## src/rtl/adc_mcp3201_pkg.sv

```systemverilog
// Shared definitions for the MCP3201 conversion scheduler: FSM encoding,
// result width and default timing constants.
package adc_mcp3201_pkg;

  localparam int DATA_W                 = 12;
  localparam int DEFAULT_LATCH_CYCLES   = 32;
  localparam int DEFAULT_TIMEOUT_CYCLES = 2048;

  typedef enum logic [2:0] {
    IDLE       = 3'd0,
    LATCH      = 3'd1,
    WAIT_START = 3'd2,
    WAIT_DONE  = 3'd3,
    CAPTURE    = 3'd4
  } sched_state_e;

endpackage

```

## src/rtl/adc_mcp3201_sample_sched_tick.sv

```systemverilog
// Sample-rate tick generator: counts 0..period-1 while enabled and flags the
// terminal count. The period is re-sampled only at a wrap (or while disabled),
// so a mid-count change never shortens or stretches the running period.
module adc_sample_tick #(
  parameter int PERIOD_W = 16
) (
  input  logic                clk,
  input  logic                reset,
  input  logic                enable,
  input  logic [PERIOD_W-1:0] period,
  output logic                tick
);

  logic [PERIOD_W-1:0] count;
  logic [PERIOD_W-1:0] period_q;
  logic [PERIOD_W-1:0] period_eff;

  // Periods of 0 or 1 cannot produce a distinct terminal count, so clamp to 2.
  always_comb begin
    period_eff = period;
    if (period < PERIOD_W'(2)) begin
      period_eff = PERIOD_W'(2);
    end
  end

  assign tick = enable && (count == (period_q - PERIOD_W'(1)));

  // Free-running period counter; held at zero and reloaded while disabled.
  always_ff @(posedge clk) begin
    if (reset) begin
      count    <= '0;
      period_q <= period_eff;
    end else if (!enable) begin
      count    <= '0;
      period_q <= period_eff;
    end else if (tick) begin
      count    <= '0;
      period_q <= period_eff;
    end else begin
      count    <= count + PERIOD_W'(1);
    end
  end

endmodule

```

## src/rtl/adc_mcp3201_sample_sched.sv

```systemverilog
// Periodic conversion scheduler for the MCP3201 reader: issues the start pulse,
// follows cs_adc through the conversion, captures the result and offers it on a
// valid/ready handshake with sticky overrun/timeout flags.
// Optional macro ADC_SCHED_DAC_LATCH_EN adds a one-clock latch_dac strobe that
// fires in the cycle sample_valid is (re)loaded by a successful capture.
module adc_mcp3201_sample_sched
  import adc_mcp3201_pkg::*;
#(
  parameter int PERIOD_W       = 16,
  parameter int LATCH_CYCLES   = DEFAULT_LATCH_CYCLES,
  parameter int TIMEOUT_CYCLES = DEFAULT_TIMEOUT_CYCLES,
  parameter int DATA_W         = adc_mcp3201_pkg::DATA_W
) (
  input  logic                clk,
  input  logic                reset,
  input  logic                enable,
  input  logic [PERIOD_W-1:0] period,
  output logic                adc_latch,
  input  logic                adc_cs,
  input  logic [DATA_W-1:0]   adc_value,
  output logic [DATA_W-1:0]   sample,
  output logic                sample_valid,
  input  logic                sample_ready,
  output logic                overrun,
  output logic                timeout,
  input  logic                clear_flags,
  output logic                busy
`ifdef ADC_SCHED_DAC_LATCH_EN
  ,
  output logic                latch_dac
`endif
);

  localparam int LATCH_W = $clog2(LATCH_CYCLES + 1);
  localparam int TO_W    = $clog2(TIMEOUT_CYCLES + 1);

  sched_state_e        state;
  sched_state_e        state_next;
  logic                tick;
  logic [LATCH_W-1:0]  latch_cnt;
  logic [TO_W-1:0]     to_cnt;
  logic                to_last;
  logic                abort;
  logic                capture;
  logic                consume;

  adc_sample_tick #(
    .PERIOD_W (PERIOD_W)
  ) u_tick (
    .clk    (clk),
    .reset  (reset),
    .enable (enable),
    .period (period),
    .tick   (tick)
  );

  assign to_last   = (to_cnt == TO_W'(TIMEOUT_CYCLES - 1));
  assign capture   = (state == CAPTURE);
  assign consume   = sample_valid && sample_ready;
  assign adc_latch = (state == LATCH);
  assign busy      = (state != IDLE);

  // FSM state register.
  always_ff @(posedge clk) begin
    if (reset) begin
      state <= IDLE;
    end else begin
      state <= state_next;
    end
  end

  // Next-state logic; a successful cs rise on the last allowed cycle beats the abort.
  always_comb begin
    state_next = state;
    abort      = 1'b0;
    case (state)
      IDLE: begin
        if (tick) begin
          state_next = LATCH;
        end
      end
      LATCH: begin
        if (latch_cnt == LATCH_W'(LATCH_CYCLES - 1)) begin
          state_next = WAIT_START;
        end
      end
      WAIT_START: begin
        if (to_last) begin
          state_next = IDLE;
          abort      = 1'b1;
        end else if (!adc_cs) begin
          state_next = WAIT_DONE;
        end
      end
      WAIT_DONE: begin
        if (adc_cs) begin
          state_next = CAPTURE;
        end else if (to_last) begin
          state_next = IDLE;
          abort      = 1'b1;
        end
      end
      CAPTURE: begin
        state_next = IDLE;
      end
      default: begin
        state_next = IDLE;
      end
    endcase
  end

  // Latch-width and conversion-timeout counters, each cleared outside its window.
  always_ff @(posedge clk) begin
    if (reset) begin
      latch_cnt <= '0;
      to_cnt    <= '0;
    end else begin
      latch_cnt <= (state == LATCH) ? latch_cnt + LATCH_W'(1) : '0;
      to_cnt    <= ((state == WAIT_START) || (state == WAIT_DONE)) ? to_cnt + TO_W'(1) : '0;
    end
  end

  // Result register, handshake and sticky flags; set events win over clear_flags.
  always_ff @(posedge clk) begin
    if (reset) begin
      sample       <= '0;
      sample_valid <= 1'b0;
      overrun      <= 1'b0;
      timeout      <= 1'b0;
    end else begin
      if (capture) begin
        sample       <= adc_value;
        sample_valid <= 1'b1;
      end else if (consume) begin
        sample_valid <= 1'b0;
      end

      if (capture && sample_valid && !sample_ready) begin
        overrun <= 1'b1;
      end else if (clear_flags) begin
        overrun <= 1'b0;
      end

      if (abort) begin
        timeout <= 1'b1;
      end else if (clear_flags) begin
        timeout <= 1'b0;
      end
    end
  end

`ifdef ADC_SCHED_DAC_LATCH_EN
  // DAC strobe aligned with the cycle the freshly captured sample appears.
  always_ff @(posedge clk) begin
    if (reset) begin
      latch_dac <= 1'b0;
    end else begin
      latch_dac <= capture;
    end
  end
`endif

endmodule

```

## config.mk

```make
export PLATFORM = sky130hd
export DESIGN_NAME = adc_mcp3201_sample_sched
export DESIGN_NICKNAME = d
export VERILOG_FILES = /design/src/rtl/adc_mcp3201_pkg.sv /design/src/rtl/adc_mcp3201_sample_sched_tick.sv /design/src/rtl/adc_mcp3201_sample_sched.sv
export SDC_FILE = /design/constraint.sdc
export NUM_CORES = 1
export LEC_CHECK = 0
export BUFFER_PORTS_ARGS = -buffer_cell sky130_fd_sc_hd__buf_2
export CORE_UTILIZATION = 50
export DETAILED_ROUTE_END_ITERATION = 10
export PLACE_DENSITY = 0.72
export SLEW_MARGIN = 10
export SYNTH_ARGS = -nofsm -noshare
export SYNTH_HDL_FRONTEND = slang
export SYNTH_SLANG_ARGS = --single-unit
```

## constraint.sdc

```tcl
create_clock -name clk -period 9.4 [get_ports clk]
set_clock_uncertainty 0.05 [all_clocks]
set_input_delay 1.88 -clock clk [delete_from_list [all_inputs] [get_ports clk]]
set_output_delay 1.88 -clock clk [all_outputs]
set_load 0.02 [all_outputs]
```

==> run summary, run 1 <==
status: finished, final reports clean
Fmax achieved: 0.314 GHz
Critical Path Max Stage Delay: 380 ps
Worst R2R Start: u_tick.period_q[0]
Slew headroom: 52.3%
vias in the first global route: 2,176
wire per inst: 12.2 um
die height: 82.0 um
crit-path cells: or3_1 > buf_2
ys flop type: dfxtp_1
period utilization: 33.9%
hold path start: to_cnt[0]
post-layout util: 59.9%
GRT Total Usage: 18.4%
Ys Warns: 0
CTS Buf Count: 9
CTS tree: built
#FFs+latches synth: 68
Post-synth EDFFs: 16
final wirelength: 5810 um
DP Wirelength: 4210 um
DIE AREA: 6730 um2
Ports: 51
core area: 6060 um2
Hold WC Path Type: reg -> reg
post-route ant nets: 0
Setup Buffers After CTS: 0
Distinct cells, synth: 45
first-pass GRT wire length: 9090 um
Area Growth Syn to Fin: 13.4%
Post-CTS Hold Fix Bufs: 0
worst path buffer plus inverter count: 1
CP Capture Type: output port
total number of vias: 2,462
router iterations before antenna repair: 4
RSZ-0062 raised after global routing: no
GP Congestion: 0.837
final instance count without filler cells: 476
fraction of layout cells with a size suffix above 1: 21.2%
cells after synthesis: 356
PD cells: 153 nW/um2
Synth Cell Area: 3200 um2
Port Buffer Count: 50
Via density: 5.17
antenna violations before repair: 0
Worst setup SP type: register
largest cells by area after synthesis: dfxtp_1 (33%), edfxtp_1 (15%), xnor2_1 (6.3%)
Crit Path Category: reg -> out
initial DRC count: 73
MaxCap Viol Count: 0
clk sinks: 68
P_leak: 1.34 nW
Congestion Overflow GR: 0
Clock Tree Buf Depth: 2
root buffer cell: clkbuf_8
worst path arrival time: 1250 ps
setup TNS: 0 ps
Yosys top cell by area: dfxtp_1
Syn Nets: 394
Hold Violations, Final: 0
residual DRC count: 0
Die W: 82.0 um
Slew @ Worst Pin: 710 ps
CTS clk-pin slew, worst paths: 70 ps
Worst Setup SP: state[2]
Final min period: 3180 ps
n_diodes: 0
post-placement cell area: 3460 um2
CP top delay family: flip-flops
crit-path max FO: 8
Critical-path top delay cell: dfxtp_1
starting density of the core: 52.8%
Worst Path Required: 7470 ps
cell count after placement: 460
register area share after synthesis: 47.5%
largest net degree at the start of global routing: 33
Finished Cell Area: 3630 um2
ys async rst share: 0%
clk_lat worst skew: 350 ps
Max Slew Vio Count: 0
VDD IR max: 0.105 mV
final setup vio count: 0
Final nets: 434
FP Rows: 28
top cell type's share of synthesized area: 32.5%
PostCTS Resize Cnt: 0
CTS H-Tree Depth: 3
mean post-synth cell area: 8.99 um2
==> cell usage after synthesis (2+ instances only) <==
| cell type | instances |
|---|---|
| inv_1 | 11 |
| o21ai_0 | 7 |
| o221ai_1 | 2 |
| nor2_2 | 9 |
| edfxtp_1 | 16 |
| xor2_1 | 19 |
| or4_1 | 3 |
| nand3_1 | 12 |
| nor3_1 | 6 |
| a31oi_1 | 3 |
| ha_1 | 4 |
| a311o_1 | 2 |
| nor4_1 | 9 |
| and2_1 | 4 |
| nor2b_1 | 6 |
| xnor2_1 | 23 |
| dfxtp_1 | 52 |
| nand4_1 | 6 |
| nand2_1 | 47 |
| nor2_1 | 35 |
| a21oi_1 | 19 |
| nand2b_1 | 5 |
| or3_1 | 6 |
| or2_2 | 3 |
| clkbuf_1 | 21 |
| and3_1 | 7 |
==> routing by layer <==
metal	up-vias	GRT usage, %	wire [um]
met1	1119	21.4	2870
met5	-	0	0
met3	8	5.00	169
met4	0	11.2	88
li1	1291	-	-
met2	44	30.1	2680
==> placed cells by master (no fill, tap or decap), drive strengths merged, types with 2 or more instances in the layout <==
cell	count
a21oi	19
a311o	2
a31oi	3
and2	4
and3	7
buf	51
clkbuf	9
clkinv	5
clkinvlp	2
dfxtp	52
edfxtp	16
ha	4
inv	11
nand2	47
nand2b	5
nand3	12
nand4	6
nor2	44
nor2b	6
nor3	6
nor4	9
o21ai	7
o221ai	2
or2	3
or3	6
or4	4
xnor2	23
xor2	19
==> worst register-to-register path: stages (launching register included) <==
cell       delay, ps
edfxtp_1         440
inv_1             80
ha_1             210
or4b_4           520
or4_1            510
nand4_1          120
o2111ai_2        160
o31ai_4          270
buf_4            390
==> state kept, by name (all words and copies together) (netlist names) <==
| signal | flops |
|---|---|
| u_tick.count | 16 |
| u_tick.period_q | 16 |
| sample | 12 |
| to_cnt | 12 |
| latch_cnt | 6 |
| state | 3 |
| overrun | 1 |
| sample_valid | 1 |
| timeout | 1 |
==> layout make-up <==
| type | count | area [um2] |
|---|---|---|
| Tap cell | 75 | 93.8 |
| Clock inverter | 7 | 43.8 |
| Clock buffer | 9 | 124 |
| Inverter | 11 | 41.3 |
| Timing Repair Buffer | 51 | 258 |
| Multi-Input combinational cell | 255 | 1550 |
| Fill cell | 520 | 2430 |
| Sequential cell | 68 | 1520 |
==> worst paths after layout <==
check / end / slack [ps] / cells after the start
max: busy / 6220 / 2
min: to_cnt[0] / 400 / 1
max reg2reg: u_tick.period_q[15] / 6290 / 8
min reg2reg: to_cnt[0] / 400 / 1
==> power breakdown <==
part / switching, mW / internal (mW)
combinational: 0.0190 / 0.0172
clock: 0.110 / 0.0939
sequential: 0.00933 / 0.307
==> stage by stage <==
| step | hold slack (ps) | setup WS, ps | power [mW] |
|---|---|---|---|
| 2_1_floorplan | 368 | 6180 | 0.345 |
| 3_5_place_dp | 393 | 6010 | 0.358 |
| 5_1_grt | 413 | 6090 | 0.578 |
| 3_3_place_gp | 383 | 6030 | 0.357 |
| 6_report | 402 | 6220 | 0.556 |
| 4_1_cts | 403 | 6200 | 0.561 |
==> cell families (layout without fill, tap and decap cells) <==
| family | Yosys count | in the layout | synth area share, % |
|---|---|---|---|
| buffers and inverters | 33 | 78 | 4.10 |
| xor gates and xnor gates | 42 | 42 | 11.5 |
| AOI/OAI and AO/OA | 44 | 44 | 9.38 |
| DFF | 68 | 68 | 47.5 |
| adders and majority gates | 4 | 4 | 1.56 |
| and+or+nand+nor | 165 | 165 | 25.9 |
(Power assumes the default switching activity.)
==> inputs of run 2 (changes only) <==
--- a/config.mk
+++ b/config.mk
@@ -8,7 +8,7 @@
 export BUFFER_PORTS_ARGS = -buffer_cell sky130_fd_sc_hd__buf_2
 export CORE_UTILIZATION = 50
 export DETAILED_ROUTE_END_ITERATION = 10
-export PLACE_DENSITY = 0.72
+export PLACE_DENSITY = 0.75
 export SLEW_MARGIN = 10
 export SYNTH_ARGS = -nofsm -noshare
 export SYNTH_HDL_FRONTEND = slang
==> constraint.sdc (replaced) <==
create_clock -name clk -period 2.6 [get_ports clk]
set_clock_uncertainty 0.05 [all_clocks]
set_input_delay 0.52 -clock clk [delete_from_list [all_inputs] [get_ports clk]]
set_output_delay 0.52 -clock clk [all_outputs]
set_load 0.02 [all_outputs]
==> run 2 against run 1 <==
  * The run now ends with setup timing left
  * Cell count rose by 4.6%
  * Critical path depth grew 6
  * Clock power rose to 4.9 times the previous value
  * Critical path type is now reg -> reg
  * Largest power group unchanged
==> run summary, run 2 (synthesized netlist as in run 1, its figures left out) <==
DP Wirelength: 4720 um (was 4210 um)
Congestion Overflow GR: 0 (unchanged)
Crit Path Category: reg -> reg (was reg -> out)
fillcell total: 504 (was 520)
Finished Cell Area: 3930 um2 (was 3630 um2)
Hold WC Path Type: in -> reg (was reg -> reg)
largest net degree at the start of global routing: 19 (was 33)
Via density: 5.18 (was 5.17)
Critical-path top delay cell: or4b_4 (was dfxtp_1)
failing checks: setup timing
Worst setup SP type: register (unchanged)
Hold Violations, Final: 0 (unchanged)
CTS H-Tree Depth: 3 (unchanged)
Switching Share: 22.6% (was 24.8%)
core area: 6060 um2 (unchanged)
Slew @ Worst Pin: 564 ps (was 710 ps)
total number of vias: 2,579 (was 2,462)
PD cells: 589 nW/um2 (was 153 nW/um2)
Worst Path Required: 2610 ps (was 7470 ps)
Post-CTS Hold Fix Bufs: 0 (unchanged)
Slew headroom: 62.0% (was 52.3%)
first-pass GRT wire length: 10,200 um (was 9090 um)
GRT Total Usage: 20.5% (was 18.4%)
CTS Buf Count: 9 (unchanged)
Clock Power Share: 43.0% (was 36.6%)
footprint of the multi-input gates: 1580 um2 (was 1550 um2)
capture point of the worst reg-to-reg path: u_tick.period_q[15] (unchanged)
initial DRC count: 70 (was 73)
root buffer cell: clkbuf_8 (unchanged)
period utilization: 102%
antenna violations before repair: 0 (unchanged)
DP Worst Slack: -72.3 ps (was 6010 ps)
R2R setup slack: -60 ps (was 6290 ps)
Final nets: 456 (was 434)
Port Buffer Count: 50 (unchanged)
hold path start: period[15] (was to_cnt[0])
Comb power frac: 8.2% (was 6.5%)
Worst R2R Path Depth: 8 (unchanged)
final worst slack: -59.8 ps (was 6220 ps)
MaxCap Viol Count: 0 (unchanged)
Critical Path Max Stage Delay: 510 ps (was 380 ps)
GP Congestion: 0.881 (was 0.837)
final wirelength: 6430 um (was 5810 um)
FP Rows: 28 (unchanged)
die height: 82.0 um (unchanged)
Hold WS: 309 ps (was 402 ps)
status: complete, but fails checks (was finished, final reports clean)
Area Growth Syn to Fin: 22.7% (was 13.4%)
worst path buffer plus inverter count: 2 (was 1)
cell count after placement: 479 (was 460)
Max Slew Vio Count: 0 (unchanged)
CTS tree: built (unchanged)
starting density of the core: 52.8% (unchanged)
n_diodes: 0 (unchanged)
Flop pwr share: 48.8% (was 56.9%)
CTS clk-pin slew, worst paths: 70 ps (about the same)
wire per inst: 12.9 um (was 12.2 um)
Final min period: 2660 ps
Clock Tree Buf Depth: 2 (unchanged)
DIE AREA: 6730 um2 (unchanged)
fraction of layout cells with a size suffix above 1: 26.5% (was 21.2%)
P_leak: 1.49 nW (was 1.34 nW)
leading cell type in the layout, fill and taps excluded: dfxtp_1 (unchanged)
final setup vio count: 26 (was 0)
Die W: 82.0 um (unchanged)
most frequent cells in the layout: dfxtp_1 (52), buf_2 (50), nand2_1 (47) (unchanged)
post-layout util: 64.8% (was 59.9%)
RSZ-0062 raised after global routing: yes (was no)
number of cells on the worst hold path: 1 (unchanged)
Ports: 51 (unchanged)
VDD IR max: 0.384 mV (was 0.105 mV)
clk_lat worst skew: 350 ps (about the same)
Worst R2R Start: u_tick.period_q[1] (was u_tick.period_q[0])
Fmax achieved: 0.376 GHz
vias in the first global route: 2,307 (was 2,176)
residual DRC count: 0 (unchanged)
final instance count without filler cells: 498 (was 476)
Reg area: 1520 um2 (unchanged)
router iterations before antenna repair: 4 (unchanged)
crit-path cells: inv_1 > ha_2 > or4b_4 > nor4_4 > a31oi_1 > a2111o_1 > o31ai_4 > buf_6 (was or3_1 > buf_2)
post-route ant nets: 0 (unchanged)
post-placement cell area: 3640 um2 (was 3460 um2)
crit-path max FO: 12 (was 8)
CP top delay family: compound AO/OA/AOI/OAI gates (was flip-flops)
Pint: 1.79 mW (was 418 uW)
CP Capture Type: register (was output port)
clk sinks: 68 (unchanged)
switching power: 524 uW (was 138 uW)
worst path arrival time: 2670 ps (was 1250 ps)
largest registers: u_tick.count: 16 flops, u_tick.period_q: 16 flops (unchanged)
Hold Crit Endpoint: u_tick.period_q[15] (was to_cnt[0])
## run 2: power groups by stage
stage	registers, mW	clock network (mW)	logic [mW]
3_5_place_dp	1.15	0	0.181
2_1_floorplan	1.16	0	0.0976
6_report	1.13	0.994	0.190
4_1_cts	1.13	1.01	0.188
5_1_grt	1.13	1.05	0.209
3_3_place_gp	1.15	0	0.178
## run 2: routing by layer
layer / GRT usage (%) / share of wire, % / vias to the layer above / wire length (um)
li1: - / - / 1337 / -
met1: 24.5 / 46 / 1176 / 2930
met2: 34.0 / 49 / 55 / 3160
met3: 4.67 / 3.4 / 11 / 221
met4: 11.1 / 1.8 / 0 / 116
met5: 0 / 0 / - / 0
## run 2: worst reg2reg max path, cell delays in order, from the launching register on
cell      delay (ps)
edfxtp_1         380
inv_1             70
ha_2             170
or4b_4           510
nor4_4           180
a31oi_1           70
a2111o_1         410
o31ai_4          320
buf_6            210
## run 2: final cells by class
cell class | instances | area share, %
clock inverter | 4 | 1.27
tap | 75 | 2.39
sequential | 68 | 38.7
multi-input combinational | 255 | 40.3
inverter | 11 | 1.05
timing repair buffer | 73 | 11.5
clock buffer | 12 | 4.78
## run 2: timing repair
item                                    CTS  global route
cloned                                    0             0
buffers inserted                          3             0
endpoints found under the hold margin     0             0
gates resized for setup                   4             2
endpoints found under the setup margin   23            33
pin swaps                                 3             0
## run 2: worst max path at each step
stage	from	to	slack [ps]	depth (start not counted)
3_3_place_gp	u_tick.period_q[1]	u_tick.period_q[1]	-20	8
4_1_cts	u_tick.period_q[1]	u_tick.period_q[13]	-70	8
6_report	u_tick.period_q[1]	u_tick.period_q[15]	-60	8
2_1_floorplan	u_tick.period_q[0]	u_tick.period_q[0]	-170	8
3_5_place_dp	u_tick.period_q[1]	u_tick.period_q[2]	-70	8
5_1_grt	u_tick.period_q[0]	u_tick.count[9]	-230	10
## run 2: per-stage QoR
step	setup TNS, ps	total power [mW]
after global placement	-404	1.33
after detailed placement	-1510	1.33
after CTS	-1360	2.33
after floorplan	-2930	1.25
after global routing	-6510	2.39
final	-1260	2.31
